## src/rtl/lu_cmp_collect_if.sv

```systemverilog
// Handshake bundle for lu_cmp_collect: comparator results in, {sel,res} entries out.
interface lu_cmp_collect_if;
  logic in_valid;
  logic in_ready;
  logic in_res;
  logic in_sel;
  logic out_valid;
  logic out_ready;
  logic out_res;
  logic out_sel;

  modport master (
    output in_valid, in_res, in_sel, out_ready,
    input  in_ready, out_valid, out_res, out_sel
  );

  modport slave (
    input  in_valid, in_res, in_sel, out_ready,
    output in_ready, out_valid, out_res, out_sel
  );
endinterface

```

## src/rtl/lu_cmp_collect.sv

```systemverilog
// First-word-fall-through FIFO collecting {sel,res} comparator results.
// Optional saturating hit counters are enabled with macro CMP_HIT_COUNT_EN.
module lu_cmp_collect #(
  parameter int DEPTH = 4
) (
  input  logic                    clk,
  input  logic                    rst_n,
  input  logic                    clr,
  lu_cmp_collect_if.slave         bus,
  output logic [$clog2(DEPTH):0]  level
`ifdef CMP_HIT_COUNT_EN
  ,
  output logic [7:0]              eq_hits,
  output logic [7:0]              neq_hits
`endif
);
  localparam int AW = $clog2(DEPTH);
  localparam int LW = AW + 1;

  logic [1:0]    mem_q [DEPTH];
  logic [AW-1:0] wr_ptr_q, wr_ptr_d;
  logic [AW-1:0] rd_ptr_q, rd_ptr_d;
  logic [LW-1:0] level_q, level_d;
  logic          in_ready_w, out_valid_w, push, pop;
  logic [1:0]    head;

  // Handshake flags depend on registered level only; no path from out_ready to in_ready.
  assign in_ready_w  = (level_q != LW'(DEPTH));
  assign out_valid_w = (level_q != '0);
  assign push        = bus.in_valid & in_ready_w;
  assign pop         = out_valid_w & bus.out_ready;
  assign head        = mem_q[rd_ptr_q];

  assign bus.in_ready  = in_ready_w;
  assign bus.out_valid = out_valid_w;
  assign bus.out_res   = out_valid_w & head[0];
  assign bus.out_sel   = out_valid_w & head[1];
  assign level         = level_q;

  always_comb begin
    wr_ptr_d = wr_ptr_q;
    rd_ptr_d = rd_ptr_q;
    level_d  = level_q;
    if (clr) begin
      wr_ptr_d = '0;
      rd_ptr_d = '0;
      level_d  = '0;
    end else begin
      if (push) wr_ptr_d = wr_ptr_q + AW'(1);
      if (pop)  rd_ptr_d = rd_ptr_q + AW'(1);
      if (push && !pop)      level_d = level_q + LW'(1);
      else if (pop && !push) level_d = level_q - LW'(1);
    end
  end

  always_ff @(posedge clk or negedge rst_n) begin
    if (!rst_n) begin
      wr_ptr_q <= '0;
      rd_ptr_q <= '0;
      level_q  <= '0;
      for (int i = 0; i < DEPTH; i++) mem_q[i] <= '0;
    end else begin
      wr_ptr_q <= wr_ptr_d;
      rd_ptr_q <= rd_ptr_d;
      level_q  <= level_d;
      if (!clr && push) mem_q[wr_ptr_q] <= {bus.in_sel, bus.in_res};
    end
  end

`ifdef CMP_HIT_COUNT_EN
  logic [7:0] eq_hits_q, eq_hits_d;
  logic [7:0] neq_hits_q, neq_hits_d;

  // Counters saturate at 255 and only move on accepted pushes.
  always_comb begin
    eq_hits_d  = eq_hits_q;
    neq_hits_d = neq_hits_q;
    if (clr) begin
      eq_hits_d  = '0;
      neq_hits_d = '0;
    end else if (push && bus.in_res) begin
      if (!bus.in_sel && eq_hits_q != 8'hFF)  eq_hits_d  = eq_hits_q + 8'd1;
      if (bus.in_sel && neq_hits_q != 8'hFF)  neq_hits_d = neq_hits_q + 8'd1;
    end
  end

  always_ff @(posedge clk or negedge rst_n) begin
    if (!rst_n) begin
      eq_hits_q  <= '0;
      neq_hits_q <= '0;
    end else begin
      eq_hits_q  <= eq_hits_d;
      neq_hits_q <= neq_hits_d;
    end
  end

  assign eq_hits  = eq_hits_q;
  assign neq_hits = neq_hits_q;
`endif
endmodule

```

## src/flat_wrapper.sv

```systemverilog
// flat-port wrapper written by rule: the top's interface ports become plain ports
module lu_cmp_collect_flat 
#(
  parameter int DEPTH = 4
)
  (clk, rst_n, clr, level, bus_in_valid, bus_in_res, bus_in_sel, bus_out_ready, bus_in_ready, bus_out_valid, bus_out_res, bus_out_sel);
  lu_cmp_collect_if bus_i ();
  input  logic clk;
  input  logic rst_n;
  input  logic clr;
  output logic [$clog2(DEPTH):0] level;
  input wire logic [$bits(bus_i.in_valid)-1:0] bus_in_valid;
  input wire logic [$bits(bus_i.in_res)-1:0] bus_in_res;
  input wire logic [$bits(bus_i.in_sel)-1:0] bus_in_sel;
  input wire logic [$bits(bus_i.out_ready)-1:0] bus_out_ready;
  output wire logic [$bits(bus_i.in_ready)-1:0] bus_in_ready;
  output wire logic [$bits(bus_i.out_valid)-1:0] bus_out_valid;
  output wire logic [$bits(bus_i.out_res)-1:0] bus_out_res;
  output wire logic [$bits(bus_i.out_sel)-1:0] bus_out_sel;
  assign bus_i.in_valid = bus_in_valid;
  assign bus_i.in_res = bus_in_res;
  assign bus_i.in_sel = bus_in_sel;
  assign bus_i.out_ready = bus_out_ready;
  assign bus_in_ready = bus_i.in_ready;
  assign bus_out_valid = bus_i.out_valid;
  assign bus_out_res = bus_i.out_res;
  assign bus_out_sel = bus_i.out_sel;
  lu_cmp_collect #(.DEPTH(DEPTH)) u_core (.clk(clk), .rst_n(rst_n), .clr(clr), .bus(bus_i), .level(level));
endmodule
```

## config.mk

```make
export PLATFORM = sky130hd
export DESIGN_NAME = lu_cmp_collect_flat
export DESIGN_NICKNAME = d
export VERILOG_FILES = /design/src/rtl/lu_cmp_collect_if.sv /design/src/rtl/lu_cmp_collect.sv /design/src/flat_wrapper.sv
export SDC_FILE = /design/constraint.sdc
export NUM_CORES = 1
export LEC_CHECK = 0
export ABC_AREA = 1
export BUFFER_PORTS_ARGS = -buffer_cell sky130_fd_sc_hd__clkbuf_2
export CORE_AREA = 10 10 52 54
export CTS_CLUSTER_SIZE = 14
export DETAILED_ROUTE_END_ITERATION = 7
export DIE_AREA = 0 0 62 64
export HOLD_SLACK_MARGIN = 0.1
export PLACE_DENSITY_LB_ADDON = 0.1
export SYNTH_ARGS = -nofsm -noshare
export SYNTH_HDL_FRONTEND = slang
export SYNTH_SLANG_ARGS = --single-unit
```

## constraint.sdc

```tcl
create_clock -name clk -period 2 [get_ports clk]
set_input_delay 0.2 -clock clk [delete_from_list [all_inputs] [get_ports clk]]
set_output_delay 0.2 -clock clk [all_outputs]
set_load 0.005 [all_outputs]
```

==> impl_metrics.toml <==
[placed_design]
dpl-instance-area_sq_um = 988.4
port-buffer-count = 13
dp_hpwl_mm = 1.440
place.gp.congestion = 0.7705
place_inst = 146

[power_and_ir_drop]
total_power_mw = 1.279
power_density_nw_per_um2 = 1247
peakVddDrop_mv = 0.8572
leakagePower_nw = 0.5804

[route]
drt-wirelength-per-cell_microns = 11.60
route.detailed.drc = 0
drt_iter0_drc = 18
detail-route-antenna-nets = 0
drt-total-wl_mm = 1.752
dr.pass1.iters = 4
vias = 725
vias_per_cell = 4.801

[run]
cap_violations = 0

[synth]
synth-seq-cells = 15
async_flop_share = 1.000
synth_adder_area_share = 0.07854
synth-compound-area-share = 0.1010
avgSynthCellArea_sq_um = 8.260
synthSimpleGateAreaFrac = 0.3142
synth_flop_cell = "dfrtp_1"
synth_cell_types = 17
synth-xor-area-share = 0.009818
syn-instance-count = 108
ys_warn_count = 0
synthMuxAreaShare = 0
synth_nets = 120
ys_seq_area_frac = 0.4208
synth_top_family_by_area = "simple AND/OR/NAND/NOR gates"
netlist_area_sq_um = 892.1
synth_edf_count = 0

[sta]
period_needed_ns = 1.785
holdWs_ns = 0.1759
slew_viol_final = 0
clock.fmax_mhz = 560.2
skew_ns = 0.006669
slew_headroom = 0.7433
finalCritPeriodShare = 0.8925
rsz0062_at_grt = "false"
fin_tns_setup_ns = 0
setup-violations-final = 0
hold_viol_final = 0
tightest_slew_ns = 0.3851

[clock_network]
clock-root-buffer = "clkbuf_4"
post_cts.resized_instances = 0
clock_latency_ns = 0.29
cts_buffers = 3
clk_pin_slew_ns = 0.09
clock_path_buffers = 2
cts_tree = "built"
cts_num_sinks = 15
cts_max_level = 1

[global_routing]
antenna_found_initial = 0
grt_pass1_wl_mm = 2.973
first_global_vias = 735
gr-usage-all-layers = 0.09474
grt_overflow_total = 0
grt_max_degree = 16

[floorplan]
die_area_sq_um = 3968
ioPinCount = 14
die_x_microns = 62
fp-row-count = 15
core_area_sq_um = 1708
die_h_microns = 64
start_util = 0.5223

[setup_path]
crit_arrival_ns = 2.01
cp-start-kind = "register"
ff2ff_setup_slack_ns = 0.21
critPathMaxFanout = 6
r2r-start = "u_core.level[1]$_DFFE_PN0P_"
critPathKind = "register to register"
worstPathRequired_ns = 2.23
reg2reg_to = "u_core.level[2]$_DFFE_PN0P_"
critPathCaptureType = "register"
r2r.worst_path.cells = 10

[final_layout]
layout-drive-gt1-share = 0.2540
layout.nets = 139
fin_area_sq_um = 1026
n_antenna_cell = 0
syn_to_final_growth_pct = 15.01
fin_cells = 151
fillers = 161

[worst_hold_path]
hold_class = "primary input to register"
holdPathEnd = "u_core.level[0]$_DFFE_PN0P_"
hold_path_depth = 4
min-delay-start = "clr"

[outcome]
status = "finished clean"
-- cell usage in the layout (no fill, tap or decap), types with 6 or more instances in the layout --
cell type / count
nor2_1: 12
nand2_4: 6
o21ai_0: 6
inv_1: 13
clkbuf_2: 13
dfrtp_1: 15
nand2_1: 25
o21ai_1: 8
-- critical path, stage by stage (launching register included) --
cell and delay, ns:
dfrtp_1 0.45, nor2_4 0.18, a21oi_1 0.09, nand2_2 0.11
inv_1 0.06, fa_1 0.37, xor2_1 0.20, inv_1 0.07
nand2_1 0.06, nand3_1 0.06, nand2_1 0.06
-- report_power, final --
| group | switching [mW] | internal [mW] |
|---|---|---|
| sequential | 0.104 | 0.414 |
| clock | 0.101 | 0.0743 |
| combinational | 0.345 | 0.241 |
-- routing by layer --
metal	wire [microns]	track usage	share of wire
met2	852	0.1551	0.49
met3	109	0.04150	0.062
met5	0	0	0
met1	783	0.1078	0.45
met4	8	0.02514	0.0046
-- final cells by class --
class | count | area (sq um) | share of cell area
multi-input cells | 77 | 449.2 | 0.4378
repair buffers | 14 | 75.07 | 0.07317
clock inverters | 1 | 5.005 | 0.004878
well taps | 25 | 31.28 | 0.03049
clock buffers | 3 | 22.52 | 0.02195
inverters | 16 | 67.56 | 0.06585
flip-flops and latches | 15 | 375.4 | 0.3659
-- cells in the mapped netlist (2+ instances only) --
master | count | area share
nor2_1 | 12 | 0.050
o21ai_1 | 8 | 0.045
inv_1 | 13 | 0.055
nand3_1 | 4 | 0.022
o21ai_0 | 6 | 0.034
inv_2 | 2 | 0.0084
nand2_4 | 6 | 0.076
ha_1 | 4 | 0.056
nand2_1 | 25 | 0.11
nand2_2 | 4 | 0.028
a21oi_1 | 4 | 0.022
dfrtp_1 | 15 | 0.42
-- flip-flops by register name, indices dropped and copies added, names as in the netlist --
name and flops:
u_core.level 3, u_core.rd_ptr_q 2, u_core.mem_q 8, u_core.wr_ptr_q 2
-- how the worst max path moves through the flow --
stage | from | to | slack (ns) | cells after the start
6_report | u_core.level[1]$_DFFE_PN0P_ | u_core.level[2]$_DFFE_PN0P_ | 0.21 | 10
5_1_grt | u_core.level[1]$_DFFE_PN0P_ | u_core.level[2]$_DFFE_PN0P_ | 0.05 | 10
4_1_cts | u_core.level[1]$_DFFE_PN0P_ | u_core.level[2]$_DFFE_PN0P_ | 0.21 | 10
3_5_place_dp | u_core.level[1]$_DFFE_PN0P_ | u_core.level[2]$_DFFE_PN0P_ | 0.23 | 10
3_3_place_gp | u_core.level[1]$_DFFE_PN0P_ | u_core.level[2]$_DFFE_PN0P_ | 0.26 | 10
2_1_floorplan | u_core.level[1]$_DFFE_PN0P_ | u_core.level[2]$_DFFE_PN0P_ | 0.33 | 10
-- through the flow --
stage,utilization,worst slack [ns]
CTS,0.6007,0.2081
finish,0.6007,0.2149
global route,0.6007,0.04733
global placement,0.5788,0.2645
floorplan,-,0.3348
detailed placement,0.5788,0.2297
-- cell families after synthesis --
kind of cell	Yosys count
buf+inv	16
flops	15
xor+xnor	1
fa+ha+maj	5
simple gates	53
compound gates	18
-- what timing repair did --
| item | 4_1_cts | 5_1_grt |
|---|---|---|
| buffers inserted | 0 | 0 |
| endpoints found under the hold margin | 15 | 0 |
| endpoints found under the setup margin | 0 | 0 |
| hold buffers | 1 | 0 |
Note: power is estimated with default switching activity, not from simulation.
